File: config.mk
export PLATFORM = sky130hd
export DESIGN_NAME = spi_instruction_decoder
export DESIGN_NICKNAME = d
export VERILOG_FILES = /design/src/rtl/spi_instruction_decoder_pkg.sv /design/src/rtl/spi_instruction_decoder_tx.sv /design/src/rtl/spi_instruction_decoder.sv
export SDC_FILE = /design/constraint.sdc
export NUM_CORES = 1
export LEC_CHECK = 0
export CORE_ASPECT_RATIO = 1.75
export CORE_MARGIN = 5
export CORE_UTILIZATION = 37
export CTS_CLUSTER_DIAMETER = 120
export DETAILED_ROUTE_END_ITERATION = 10
export HOLD_SLACK_MARGIN = 0.15
export SKIP_LAST_GASP = 1
export SYNTH_ARGS = -nofsm -noshare
export SYNTH_HDL_FRONTEND = slang
export SYNTH_SLANG_ARGS = --single-unit
File: constraint.sdc
create_clock -name clk -period 2.6 [get_ports clk]
set_input_delay 0.39 -clock clk [delete_from_list [all_inputs] [get_ports clk]]
set_output_delay 0.39 -clock clk [all_outputs]
set_load 0.005 [all_outputs]
File: src/rtl/spi_instruction_decoder_pkg.sv
// Shared opcode and FSM state encodings for the SPI instruction decoder.
package TitanComms;

    typedef enum logic [7:0] {
        OP_NOP      = 8'd0,
        OP_WRITE    = 8'd1,
        OP_READ     = 8'd2,
        OP_STREAM   = 8'd3,
        OP_TRANSFER = 8'd4,
        OP_REPEAT   = 8'd5
    } opcode_e;

    typedef enum logic [2:0] {
        ST_IDLE,
        ST_ADDR,
        ST_LEN,
        ST_DATA,
        ST_CAPTURE
    } state_e;

endpackage

File: src/rtl/spi_instruction_decoder_tx.sv
// Holds the read-back capture word and serves it MSB-first, one byte per load request.
module spi_tx_serializer #(
    parameter int VALUE_WIDTH = 32
) (
    input  logic                   clk,
    input  logic                   rst_n,
    input  logic                   capture_en_i,
    input  logic [VALUE_WIDTH-1:0] capture_value_i,
    input  logic                   load_en_i,
    input  logic                   rewind_en_i,
    output logic [7:0]             spi_tx_byte_o,
    output logic                   spi_tx_load_o
);

    localparam int VAL_BYTES = VALUE_WIDTH / 8;
    localparam int PTR_W     = (VAL_BYTES > 1) ? $clog2(VAL_BYTES) : 1;

    logic [VALUE_WIDTH-1:0] cap_q, cap_d;
    logic [PTR_W-1:0]       ptr_q, ptr_d;
    logic [7:0]             byte_q, byte_d;
    logic                   load_q, load_d;
    logic [VALUE_WIDTH-1:0] shifted;

    // Shifting left by the pointer puts the selected byte in the top lane.
    assign shifted = cap_q << {ptr_q, 3'b000};

    always_comb begin
        cap_d  = cap_q;
        ptr_d  = ptr_q;
        byte_d = byte_q;
        load_d = 1'b0;
        if (capture_en_i) begin
            cap_d = capture_value_i;
            ptr_d = '0;
        end else if (rewind_en_i) begin
            ptr_d = '0;
        end else if (load_en_i) begin
            byte_d = shifted[VALUE_WIDTH-1 -: 8];
            load_d = 1'b1;
            ptr_d  = (ptr_q == PTR_W'(VAL_BYTES - 1)) ? '0 : ptr_q + PTR_W'(1);
        end
    end

    always_ff @(posedge clk or negedge rst_n) begin
        if (!rst_n) begin
            cap_q  <= '0;
            ptr_q  <= '0;
            byte_q <= '0;
            load_q <= 1'b0;
        end else begin
            cap_q  <= cap_d;
            ptr_q  <= ptr_d;
            byte_q <= byte_d;
            load_q <= load_d;
        end
    end

    assign spi_tx_byte_o = byte_q;
    assign spi_tx_load_o = load_q;

endmodule

File: src/rtl/spi_instruction_decoder.sv
// Turns opcode/address/value byte streams from the SPI slave into single-cycle
// core bus transactions, and hands captured read data to the tx serializer.
module spi_instruction_decoder
    import TitanComms::*;
#(
    parameter int INSTRUCTION_WIDTH = 8,
    parameter int ADDRESS_WIDTH     = 24,
    parameter int VALUE_WIDTH       = 32
) (
    input  logic                         clk,
    input  logic                         rst_n,
    input  logic                         spi_rx_valid,
    input  logic [7:0]                   spi_rx_byte,
    input  logic [VALUE_WIDTH-1:0]       value_from_core,
    output logic [INSTRUCTION_WIDTH-1:0] instruction_bus,
    output logic [ADDRESS_WIDTH-1:0]     address_bus,
    output logic [VALUE_WIDTH-1:0]       value_bus,
    output logic                         bus_valid,
    output logic [7:0]                   spi_tx_byte,
    output logic                         spi_tx_load,
    output logic                         busy,
    output logic                         opcode_error
);

    localparam int ADDR_BYTES = ADDRESS_WIDTH / 8;
    localparam int VAL_BYTES  = VALUE_WIDTH / 8;

    state_e                         state_q, state_d;
    opcode_e                        opcode_q, opcode_d;
    logic [7:0]                     cnt_q, cnt_d;
    logic [8:0]                     words_q, words_d;
    logic [ADDRESS_WIDTH-1:0]       addr_q, addr_d;
    logic [VALUE_WIDTH-1:0]         word_q, word_d;
    logic [INSTRUCTION_WIDTH-1:0]   instr_q, instr_d;
    logic [ADDRESS_WIDTH-1:0]       abus_q, abus_d;
    logic [VALUE_WIDTH-1:0]         vbus_q, vbus_d;
    logic                           valid_q, valid_d;
    logic                           err_q, err_d;
    logic                           tx_load_en, tx_rewind_en, cap_en;

    always_comb begin
        state_d      = state_q;
        opcode_d     = opcode_q;
        cnt_d        = cnt_q;
        words_d      = words_q;
        addr_d       = addr_q;
        word_d       = word_q;
        instr_d      = instr_q;
        abus_d       = abus_q;
        vbus_d       = vbus_q;
        valid_d      = 1'b0;
        err_d        = 1'b0;
        tx_load_en   = 1'b0;
        tx_rewind_en = 1'b0;
        cap_en       = 1'b0;

        case (state_q)
            ST_IDLE: begin
                if (spi_rx_valid) begin
                    case (spi_rx_byte)
                        OP_WRITE, OP_READ, OP_STREAM: begin
                            opcode_d = opcode_e'(spi_rx_byte);
                            cnt_d    = '0;
                            state_d  = ST_ADDR;
                        end
                        OP_TRANSFER: tx_load_en   = 1'b1;
                        OP_REPEAT:   tx_rewind_en = 1'b1;
                        OP_NOP:      ;
                        default:     err_d = 1'b1;
                    endcase
                end
            end

            ST_ADDR: begin
                if (spi_rx_valid) begin
                    addr_d = (addr_q << 8) | ADDRESS_WIDTH'(spi_rx_byte);
                    if (cnt_q == 8'(ADDR_BYTES - 1)) begin
                        cnt_d = '0;
                        case (opcode_q)
                            OP_READ: begin
                                valid_d = 1'b1;
                                instr_d = INSTRUCTION_WIDTH'(opcode_q);
                                abus_d  = addr_d;
                                vbus_d  = '0;
                                state_d = ST_CAPTURE;
                            end
                            OP_WRITE: begin
                                words_d = 9'd1;
                                state_d = ST_DATA;
                            end
                            default: state_d = ST_LEN;
                        endcase
                    end else begin
                        cnt_d = cnt_q + 8'd1;
                    end
                end
            end

            ST_LEN: begin
                if (spi_rx_valid) begin
                    words_d = (spi_rx_byte == 8'd0) ? 9'd256 : {1'b0, spi_rx_byte};
                    state_d = ST_DATA;
                end
            end

            // addr_q doubles as the running word address, so wrap-around is free.
            ST_DATA: begin
                if (spi_rx_valid) begin
                    word_d = (word_q << 8) | VALUE_WIDTH'(spi_rx_byte);
                    if (cnt_q == 8'(VAL_BYTES - 1)) begin
                        cnt_d   = '0;
                        valid_d = 1'b1;
                        instr_d = INSTRUCTION_WIDTH'(opcode_q);
                        abus_d  = addr_q;
                        vbus_d  = word_d;
                        addr_d  = addr_q + ADDRESS_WIDTH'(1);
                        words_d = words_q - 9'd1;
                        if (words_q == 9'd1) begin
                            state_d = ST_IDLE;
                        end
                    end else begin
                        cnt_d = cnt_q + 8'd1;
                    end
                end
            end

            // Core read data arrives the cycle after the strobe, so wait it out.
            ST_CAPTURE: begin
                if (!valid_q) begin
                    cap_en  = 1'b1;
                    state_d = ST_IDLE;
                end
            end

            default: state_d = ST_IDLE;
        endcase
    end

    always_ff @(posedge clk or negedge rst_n) begin
        if (!rst_n) begin
            state_q  <= ST_IDLE;
            opcode_q <= OP_NOP;
            cnt_q    <= '0;
            words_q  <= '0;
            addr_q   <= '0;
            word_q   <= '0;
            instr_q  <= '0;
            abus_q   <= '0;
            vbus_q   <= '0;
            valid_q  <= 1'b0;
            err_q    <= 1'b0;
        end else begin
            state_q  <= state_d;
            opcode_q <= opcode_d;
            cnt_q    <= cnt_d;
            words_q  <= words_d;
            addr_q   <= addr_d;
            word_q   <= word_d;
            instr_q  <= instr_d;
            abus_q   <= abus_d;
            vbus_q   <= vbus_d;
            valid_q  <= valid_d;
            err_q    <= err_d;
        end
    end

    spi_tx_serializer #(
        .VALUE_WIDTH(VALUE_WIDTH)
    ) u_tx (
        .clk             (clk),
        .rst_n           (rst_n),
        .capture_en_i    (cap_en),
        .capture_value_i (value_from_core),
        .load_en_i       (tx_load_en),
        .rewind_en_i     (tx_rewind_en),
        .spi_tx_byte_o   (spi_tx_byte),
        .spi_tx_load_o   (spi_tx_load)
    );

    assign instruction_bus = instr_q;
    assign address_bus     = abus_q;
    assign value_bus       = vbus_q;
    assign bus_valid       = valid_q;
    assign opcode_error    = err_q;
    assign busy            = (state_q != ST_IDLE);

endmodule

==> results.yml <==
sta:
  fin_worst_skew_ps: 13.12
  rsz0062_at_grt: "no"
  max-slew-margin-rel_pct: 57.07
  finalSetupViolCount: 0
  hold_violations: 0
  min_period_over_period_pct: 93.66
  hold_ws_ps: 492.7
  tightest_slew_ps: 644.0
  period_minus_slack_ps: 2435
  max_freq_mhz: 410.7
  slew_viol_final: 0
final_layout:
  ff_latch_area_mm2: 0.004629
  fill_cells: 2201
  syn2layout_area_growth_pct: 27.92
  multiInputGateArea_mm2: 0.003621
  drive_gt1_share_pct: 18.62
  final_nets: 992
worst_setup_path:
  arrival_ps: 2780
  timing.rr.end: "words_q[6]"
  slowest_delay_ps: 580
  worstPathRequired_ps: 2940
  critPathSlowestCell: "or4_4"
  cp_cell_sequence: "or4_4 -> nor4_4 -> nor2_2 -> or4_4 -> a221o_1"
  start_kind: "flip-flop"
  path_class: "reg2reg"
  worst_r2r_startpoint: "cnt_q[3]"
  worstPathMaxFanout: 9
  rr_worst_depth: 5
  cp-end-kind: "flip-flop"
  cpMostUsedCell: "or4_4"
  reg2reg_slack_ps: 160
global_routing:
  grt.total_usage_pct: 17.27
  grt_pass1_wl_mm: 36.64
  overflow: 0
  grt_max_degree: 71
  grt_pass1_vias: 6908
  antenna_found_initial: 1
placed_design:
  hpwl_mm: 15.55
  portBuffers: 118
  place_congestion: 0.8752
synthesis:
  syn_area_per_cell_um2: 10.58
  yosysMostFrequentCell: "dfrtp_1"
  synth-seq-area-share_pct: 53.75
  synth.top_cells.by_count: "dfrtp_1 (185), nand2_1 (90), mux2_2 (75)"
  synthesis.nets: 863
  synthTopCellsByArea: "dfrtp_1 (54%), mux2_2 (9.8%), nand2_1 (3.9%), a21oi_1 (3.4%), o21ai_0 (2.7%)"
  yosysTopAreaCellShare_pct: 53.75
  async_reset_ff_share_pct: 100.0
  synth_flop_cell: "dfrtp_1"
  syn-cell-area_mm2: 0.008613
  synth-edff-count: 0
  yosysTopAreaCell: "dfrtp_1"
  synth_cells: 814
  ys_types: 57
  ys_seq_elements: 185
  yosys_warnings: 0
detailed_routing:
  dr.pass1.iters: 4
  final_antenna_net_count: 0
  routed_wl_mm: 21.90
  wire_per_inst_um: 17.37
  drcViolationCount: 0
  first_iter_violations: 442
  met1_length_mm: 8.721
  wl_met3_mm: 1.212
  routed.top_layer: "met4"
  met2WireLength_mm: 11.36
  vias_per_cell: 5.259
  num_vias: 6632
clock_network:
  root_buffer: "clkbuf_16"
  clock_latency_ps: 450
  clock_path_buffers: 2
  htree_levels: 4
  cts.sinks: 185
  cts_tree: "yes"
  clk_pin_slew_worst_paths_ps: 80
  numCtsBuffers: 17
die:
  initial_core_util_pct: 37.21
  io_pins: 119
  coreArea_mm2: 0.02315
  dieWidth_um: 125.3
  die_h_um: 211.8
  dieArea_mm2: 0.02655
  rows: 74
hold_path:
  holdCritPathClass: "in2async"
outcome:
  status: "finished, final reports clean"
pwr:
  ir_drop_v: 0.0004792
  power.total_uw: 12330
  p_leak_uw: 0.004842
  power_density_mw_per_mm2: 1119
run:
  cap_viol_max_count: 0
==> worst max-delay path by stage <==
stage | cells after the start | endpoint | slack [ps] | start
CTS | 5 | words_q[6] | 150 | cnt_q[3]
global route | 5 | words_q[6] | 60 | cnt_q[3]
finish | 5 | words_q[6] | 160 | cnt_q[3]
floorplan | 6 | words_q[6] | 230 | cnt_q[2]
detailed placement | 6 | u_tx.spi_tx_byte_o[4] | -300 | spi_rx_byte[4]
global placement | 6 | u_tx.spi_tx_byte_o[2] | -300 | spi_rx_byte[4]
==> flip-flops by register name (all words and copies together), names as in the netlist, 2 cells and up <==
signal and count:
u_tx.cap_q 32, value_bus 32, addr_q 24, address_bus 24
word_q 24, words_q 9, cnt_q 8, instruction_bus 8
opcode_q 8, u_tx.spi_tx_byte_o 8, state_q 3, u_tx.ptr_q 2
==> critical path, delay by kind of cell (launching register included) <==
family             cells  cell delay (ps)
AOI/OAI and AO/OA      1              370
DFF                    1              430
and+or+nand+nor        4             1530
==> layer usage <==
layer  global-route usage (%)  up-vias
li1                         -     3201
met2                    30.48      159
met1                    19.76     3240
met3                    5.024       32
met5                        0        -
met4                    6.587        0
==> per-stage QoR <==
step	setup TNS, ps	area, um^2	std cells	setup WS (ps)	util [%]
6_report	0	11020	1261	165.0	47.60
3_5_place_dp	-3276	10390	1227	-298.1	44.90
3_3_place_gp	-3003	10390	1227	-301.4	44.90
4_1_cts	0	11020	1260	146.3	47.59
5_1_grt	0	11020	1261	60.14	47.60
2_1_floorplan	0	8613	814	228.8	-
==> final cells by class <==
type	count	area share [%]
inverters	39	1.329
repair buffers	168	14.75
diodes	1	0.02271
clock buffers	17	3.861
flip-flops and latches	185	42.02
clock inverters	15	1.703
well taps	304	3.452
multi-input cells	532	32.86
==> cell families (layout without fill, tap and decap cells) <==
kind of cell / count (synthesis) / in the layout / synth area share (%)
buffers and inverters: 97 / 239 / 4.387
AOI/OAI and AO/OA: 192 / 192 / 13.84
adders and majority gates: 6 / 6 / 0.8716
xor gates and xnor gates: 7 / 7 / 0.7118
other: 0 / 1 / 0
DFF: 185 / 185 / 53.75
muxes: 91 / 91 / 12.83
and+or+nand+nor: 236 / 236 / 13.61
==> timing repair <==
action,in CTS,in global routing
resized for setup,0,0
hold buffers,1,0
buffers inserted,0,0
endpoints found under the hold margin,67,0
==> placed cells by master (no fill, tap or decap), types with 5 or more instances in the layout <==
cell | Yosys | layout
or4_1 | 5 | 5
clkinv_8 | 0 | 5
mux4_2 | 8 | 8
o21ai_0 | 46 | 46
a22o_1 | 7 | 7
buf_12 | 0 | 5
nand3_1 | 45 | 45
a31oi_1 | 31 | 31
nand2b_1 | 5 | 5
nor3_1 | 11 | 11
nand2_1 | 90 | 90
a21oi_1 | 58 | 57
ha_1 | 6 | 6
nor2b_1 | 12 | 12
clkbuf_16 | 0 | 17
dfrtp_1 | 185 | 185
nand4_1 | 7 | 7
inv_1 | 38 | 38
nor2_1 | 22 | 21
clkdlybuf4s50_1 | 0 | 117
o22ai_1 | 6 | 6
mux2i_1 | 8 | 8
nor4_1 | 10 | 10
a2bb2oi_1 | 9 | 9
buf_4 | 0 | 44
or3_1 | 5 | 5
mux2_2 | 75 | 75
and3_1 | 7 | 7
==> report_power, final <==
group / internal (uW) / leakage, uW / switching (uW)
Sequential: 3790 / 0.00233 / 797
Clock: 1380 / 0.000300 / 1270
Combinational: 2470 / 0.00221 / 2620
Total: 7640 / 0.00484 / 4690
No activity file was read; power rests on OpenSTA's default activity.
==> edit 1: new RTL, same flow settings <==
Add an input register stage for `spi_rx_valid`, `spi_rx_byte` and `value_from_core`, with the module's reset; this delays them by one clock.
--- a/src/rtl/spi_instruction_decoder.sv
+++ b/src/rtl/spi_instruction_decoder.sv
@@ -25,6 +25,22 @@
     localparam int ADDR_BYTES = ADDRESS_WIDTH / 8;
     localparam int VAL_BYTES  = VALUE_WIDTH / 8;
 
+    logic spi_rx_valid_q;
+    logic [7:0] spi_rx_byte_q;
+    logic [VALUE_WIDTH-1:0] value_from_core_q;
+
+    always_ff @(posedge clk or negedge rst_n) begin
+        if (!rst_n) begin
+            spi_rx_valid_q    <= '0;
+            spi_rx_byte_q     <= '0;
+            value_from_core_q <= '0;
+        end else begin
+            spi_rx_valid_q    <= spi_rx_valid;
+            spi_rx_byte_q     <= spi_rx_byte;
+            value_from_core_q <= value_from_core;
+        end
+    end
+
     state_e                         state_q, state_d;
     opcode_e                        opcode_q, opcode_d;
     logic [7:0]                     cnt_q, cnt_d;
@@ -56,10 +72,10 @@
 
         case (state_q)
             ST_IDLE: begin
-                if (spi_rx_valid) begin
-                    case (spi_rx_byte)
+                if (spi_rx_valid_q) begin
+                    case (spi_rx_byte_q)
                         OP_WRITE, OP_READ, OP_STREAM: begin
-                            opcode_d = opcode_e'(spi_rx_byte);
+                            opcode_d = opcode_e'(spi_rx_byte_q);
                             cnt_d    = '0;
                             state_d  = ST_ADDR;
                         end
@@ -72,8 +88,8 @@
             end
 
             ST_ADDR: begin
-                if (spi_rx_valid) begin
-                    addr_d = (addr_q << 8) | ADDRESS_WIDTH'(spi_rx_byte);
+                if (spi_rx_valid_q) begin
+                    addr_d = (addr_q << 8) | ADDRESS_WIDTH'(spi_rx_byte_q);
                     if (cnt_q == 8'(ADDR_BYTES - 1)) begin
                         cnt_d = '0;
                         case (opcode_q)
@@ -97,16 +113,16 @@
             end
 
             ST_LEN: begin
-                if (spi_rx_valid) begin
-                    words_d = (spi_rx_byte == 8'd0) ? 9'd256 : {1'b0, spi_rx_byte};
+                if (spi_rx_valid_q) begin
+                    words_d = (spi_rx_byte_q == 8'd0) ? 9'd256 : {1'b0, spi_rx_byte_q};
                     state_d = ST_DATA;
                 end
             end
 
             // addr_q doubles as the running word address, so wrap-around is free.
             ST_DATA: begin
-                if (spi_rx_valid) begin
-                    word_d = (word_q << 8) | VALUE_WIDTH'(spi_rx_byte);
+                if (spi_rx_valid_q) begin
+                    word_d = (word_q << 8) | VALUE_WIDTH'(spi_rx_byte_q);
                     if (cnt_q == 8'(VAL_BYTES - 1)) begin
                         cnt_d   = '0;
                         valid_d = 1'b1;
@@ -170,7 +186,7 @@
         .clk             (clk),
         .rst_n           (rst_n),
         .capture_en_i    (cap_en),
-        .capture_value_i (value_from_core),
+        .capture_value_i (value_from_core_q),
         .load_en_i       (tx_load_en),
         .rewind_en_i     (tx_rewind_en),
         .spi_tx_byte_o   (spi_tx_byte),
Check against the original RTL: not equivalent (Yosys sat finds a counterexample within 4 cycles, from zero or initial values and one cycle with rst_n low).
==> edit 1 against the original RTL <==
Synthesized cell count fell by 2.7%. Final area rose by 8.9%. Worst setup slack got worse by 0.016 ns. Routed wire length rose by 5.3%. Maximum frequency fell by 0.64%. Cell count fell by 1.8%. Global-route usage fell by 1.6 points. Count of clock-buffer cells in the layout rose by 9. Sequential share of layout area rose by 5.1 points. Synthesized area rose by 12%. Highest routed layer unchanged. Sequential cell count rose by 41. First-iteration DRC count fell by 20%.
Power is not compared: it rests on default switching activity, and its combinational part moved more than twofold at a synthesized area within 25%.
==> edit 1: results <==
<?xml version="1.0" encoding="UTF-8"?>
<metrics>
  <group name="status">
    <metric name="status" unit="">completed</metric>
  </group>
  <group name="global_routing">
    <metric name="met2_track_demand_over_resource" unit="%">27.37</metric>
    <metric name="global_route.usage.met3" unit="%">3.023</metric>
    <metric name="grt_util_all_layers" unit="%">15.65</metric>
    <metric name="grt_start_max_net_pins" unit="">75</metric>
    <metric name="gr_met1_demand_resource" unit="%">18.93</metric>
    <metric name="via_count_of_the_first_global_routing_pass" unit="">7019</metric>
  </group>
  <group name="timing">
    <metric name="min_period" unit="ns">2.451</metric>
    <metric name="final_setup_skew" unit="ns">0.01547</metric>
    <metric name="max_slew.worst_pin.slew" unit="ns">0.7510</metric>
  </group>
  <group name="synth">
    <metric name="yosys.area_share.xor_xnor" unit="%">0</metric>
    <metric name="synth-seq-area-share" unit="%">58.82</metric>
    <metric name="synth_area_leaders" unit="">dfrtp_1, mux2_2, a22o_1</metric>
    <metric name="ys_top_cells_by_count" unit="">dfrtp_1, nand2_1, a21oi_1</metric>
    <metric name="yosys.area_share.adder" unit="%">0.7807</metric>
    <metric name="synth_fp_nets" unit="">841</metric>
    <metric name="synth_compound_area_share" unit="%">14.69</metric>
    <metric name="count_of_distinct_cell_types_in_the_synthesized_netlist" unit="">70</metric>
  </group>
  <group name="cells_and_area">
    <metric name="fillCellCount" unit="">2390</metric>
    <metric name="antenna_cells" unit="">0</metric>
    <metric name="share_of_final_layout_standard_cells_stronger_than_drive_strength_1" unit="%">17.32</metric>
    <metric name="nets" unit="">953</metric>
  </group>
  <group name="worst_setup_path">
    <metric name="r2r_start" unit="">opcode_q[5]</metric>
    <metric name="crit_end" unit="">busy</metric>
    <metric name="timing.critical_path.arrival" unit="ns">2.06</metric>
  </group>
  <group name="clocking">
    <metric name="max-clock-path-buffers" unit="">3</metric>
    <metric name="cts_buffers" unit="">22</metric>
    <metric name="htreeDepth" unit="">1</metric>
  </group>
  <group name="placement">
    <metric name="placedInstanceArea" unit="um2">11220</metric>
    <metric name="dp_hpwl" unit="um">15940</metric>
    <metric name="gpl.final_weighted_congestion" unit="">0.8229</metric>
  </group>
  <group name="hold_path">
    <metric name="holdCritPathClass" unit="">in2reg</metric>
  </group>
  <group name="routing">
    <metric name="detail_route.iter0.violations" unit="">354</metric>
  </group>
</metrics>
==> edit 1: cell count changes in the layout (fill, tap and decap cells not counted), sizes merged, moves of 8 or more <==
| cell | delta |
|---|---|
| dfrtp | +41 |
| buf | -22 |
| inv | -35 |
| o31ai | +10 |
| nor2 | +9 |
| clkbuf | +8 |
| o21ai | -26 |
| nand2 | -15 |
| a22o | +27 |
| nand3 | -21 |
==> edit 1: routing by layer <==
metal | part of all wire, % | up-vias
met1 | 40 | 3373
met5 | 0 | -
li1 | - | 3133
met3 | 5.4 | 50
met2 | 52 | 173
met4 | 3.1 | 0
==> edit 1: layout make-up <==
cell class,count,area [um2],area share [%]
timing repair buffer,145,1491,12.43
multi-input combinational,500,3646,30.38
clock buffer,26,606.8,5.057
sequential,226,5655,47.13
inverter,9,33.78,0.2815
clock inverter,12,166.4,1.387
tap,320,400.4,3.336
==> edit 1: worst max-delay path: stages, from the launching register on <==
cell and delay, ns:
dfrtp_1 0.56, or3_1 0.45, clkdlybuf4s50_1 0.53
==> edit 1: kinds of logic (layout without fill, tap and decap cells) <==
family | count (synthesis) | after routing
simple gates | 204 | 204
buf+inv | 66 | 192
mux | 86 | 86
flops | 226 | 226
fa+ha+maj | 6 | 6
compound gates | 204 | 204
==> edit 1: repair_timing <==
item / in CTS / in global routing
endpoints found under the hold margin: 71 / 0
hold buffers: 1 / 0
buffers inserted: 0 / 0
==> edit 1: per-stage QoR <==
stage / utilization [%] / std cells / power [uW] / hold WS [ns]
4_1_cts: 46.58 / 1238 / 7503 / 0.2803
5_1_grt: 46.58 / 1238 / 7653 / 0.2895
2_1_floorplan: - / 792 / 3822 / 0.09441
3_3_place_gp: 43.54 / 1199 / 4031 / 0.4059
3_5_place_dp: 43.54 / 1199 / 4036 / 0.4067
6_report: 46.58 / 1238 / 7379 / 0.3096
==> edit 2: new RTL, config.mk and constraints unchanged <==
Made on the original files. Change the parameter `INSTRUCTION_WIDTH` from 8 to 10.
--- a/src/rtl/spi_instruction_decoder.sv
+++ b/src/rtl/spi_instruction_decoder.sv
@@ -3,7 +3,7 @@
 module spi_instruction_decoder
     import TitanComms::*;
 #(
-    parameter int INSTRUCTION_WIDTH = 8,
+    parameter int INSTRUCTION_WIDTH = 10,
     parameter int ADDRESS_WIDTH     = 24,
     parameter int VALUE_WIDTH       = 32
 ) (
Interface: changed (resized instruction_bus); port bits go from 119 to 121. No check against the original RTL was run, so the function may have changed too.
==> edit 2 against the original RTL <==
Utilization rose by 0.23 points. Hold slack lost 0.0061 ns. Worst setup slack worse by 0.028 ns. Routed wire length up 7.2%. Clock skew shrank 0.0027 ns. Critical path type unchanged. Final area fell by 1.3%. Synthesized area decreased by 1.0%. Die area decreased by 0.96%. Sequential cell count is the same. Synthesized cell count is 5.8% lower.
Power is not compared: it rests on default switching activity, and its combinational part moved more than twofold at a synthesized area within 25%.
==> edit 2: results <==
<?xml version="1.0" encoding="UTF-8"?>
<metrics>
  <group name="worst_setup_path">
    <metric name="timing.critical_path.arrival" unit="ns">2.79</metric>
    <metric name="r2r_start" unit="">cnt_q[4]</metric>
    <metric name="regToRegEndpoint" unit="">words_q[2]</metric>
    <metric name="worstPathMaxFanout" unit="">9</metric>
    <metric name="worst-r2r-setup-slack" unit="ns">0.14</metric>
    <metric name="crit_path_max_incr_delay" unit="ns">0.57</metric>
  </group>
  <group name="cells_and_area">
    <metric name="share_of_final_layout_standard_cells_stronger_than_drive_strength_1" unit="%">18.98</metric>
    <metric name="nets" unit="">944</metric>
    <metric name="antenna_cells" unit="">0</metric>
  </group>
  <group name="global_routing">
    <metric name="grt_start_max_net_pins" unit="">75</metric>
    <metric name="via_count_of_the_first_global_routing_pass" unit="">6822</metric>
    <metric name="grt_util_all_layers" unit="%">17.91</metric>
    <metric name="grt_first_pass_wirelength" unit="um">37210</metric>
    <metric name="antenna_found_initial" unit="">0</metric>
  </group>
  <group name="placement">
    <metric name="dp_hpwl" unit="um">16580</metric>
    <metric name="gpl.final_weighted_congestion" unit="">0.8861</metric>
    <metric name="dp_slack" unit="ns">-0.1555</metric>
  </group>
  <group name="synth">
    <metric name="synth_area_leaders" unit="">dfrtp_1, mux2_2, a22o_1</metric>
    <metric name="synth-seq-area-share" unit="%">54.31</metric>
    <metric name="ys_top_cells_by_count" unit="">dfrtp_1, nand2_1, mux2_2</metric>
    <metric name="count_of_distinct_cell_types_in_the_synthesized_netlist" unit="">63</metric>
  </group>
  <group name="hold_path">
    <metric name="min_delay_path_depth" unit="">1</metric>
    <metric name="worst_hold_startpoint" unit="">word_q[19]</metric>
    <metric name="hold_end" unit="">value_bus[27]</metric>
    <metric name="holdCritPathClass" unit="">reg2reg</metric>
  </group>
  <group name="clocking">
    <metric name="cts_setup_buffers" unit="">0</metric>
    <metric name="cts.reportedPaths.clkPinSlew" unit="ns">0.07</metric>
    <metric name="root_buffer" unit="">clkbuf_16</metric>
    <metric name="cts_buffers" unit="">17</metric>
    <metric name="cts_resized" unit="">0</metric>
  </group>
  <group name="timing">
    <metric name="max_slew.worst_pin.slew" unit="ns">0.7070</metric>
    <metric name="finalCritPeriodShare" unit="%">94.71</metric>
    <metric name="final_setup_skew" unit="ns">0.01043</metric>
  </group>
  <group name="routing">
    <metric name="vias" unit="">6643</metric>
    <metric name="detail_route.first_pass.iterations" unit="">7</metric>
    <metric name="detail_route.iter0.violations" unit="">420</metric>
    <metric name="detail_route.wl_per_cell" unit="um">19.47</metric>
  </group>
  <group name="status">
    <metric name="status" unit="">completed</metric>
  </group>
</metrics>
==> edit 2: cell type report <==
cell class                      count  area, um2
Multi-Input combinational cell    516       3656
Tap cell                          300      375.4
Clock buffer                       22      444.2
Fill cell                        2085      11870
Inverter                            7      26.28
Clock inverter                      8      123.9
Timing Repair Buffer              168       1623
Sequential cell                   185       4629
==> edit 2: layer usage <==
layer  track usage (%)  vias up  share of wire [%]
met3             2.707       39                2.8
met1             19.54     3359                 38
li1                  -     3095                  -
met5                 0        -                  0
met2             34.17      150                 57
met4             7.643        0                2.8
==> edit 2: logic make-up (layout without fill, tap and decap cells) <==
family,count (synthesis),in the layout,share of synthesized area [%]
XOR/XNOR,7,7,0.7192
other,1,2,0.04399
AND/OR/NAND/NOR,216,216,12.62
multiplexers,87,87,12.55
adder cells (fa/ha/maj),6,6,0.8806
buffers and inverters,67,205,3.156
AO/OA/AOI/OAI,198,198,15.72
flip-flops,185,185,54.31
==> edit 2: how the worst max path moves through the flow <==
| stage | end | start |
|---|---|---|
| floorplan | words_q[2] | cnt_q[4] |
| global placement | cnt_q[7] | spi_rx_byte[5] |
| detailed placement | cnt_q[7] | spi_rx_byte[5] |
| CTS | words_q[2] | cnt_q[4] |
| global route | words_q[2] | cnt_q[4] |
| finish | words_q[2] | cnt_q[4] |
==> edit 2: worst reg2reg max path, cell delays in order (launching register included) <==
cell and delay, ns:
dfrtp_1 0.38, or4_4 0.57, o41ai_2 0.35, a21oi_1 0.13, or3_1 0.54, mux2_4 0.38
==> edit 2: per-stage QoR <==
stage / hold slack (ns) / cells / cell area (um2)
after floorplan: 0.09441 / 768 / 8528
after global routing: 0.5065 / 1206 / 10880
after CTS: 0.4909 / 1206 / 10880
after global placement: 0.4678 / 1175 / 10300
after detailed placement: 0.4600 / 1175 / 10300
final: 0.4866 / 1206 / 10880
==> edit 2: where the power goes <==
group          switching [uW]  internal (uW)
Clock                    1100           1500
Combinational             938            860
Sequential                550           3260
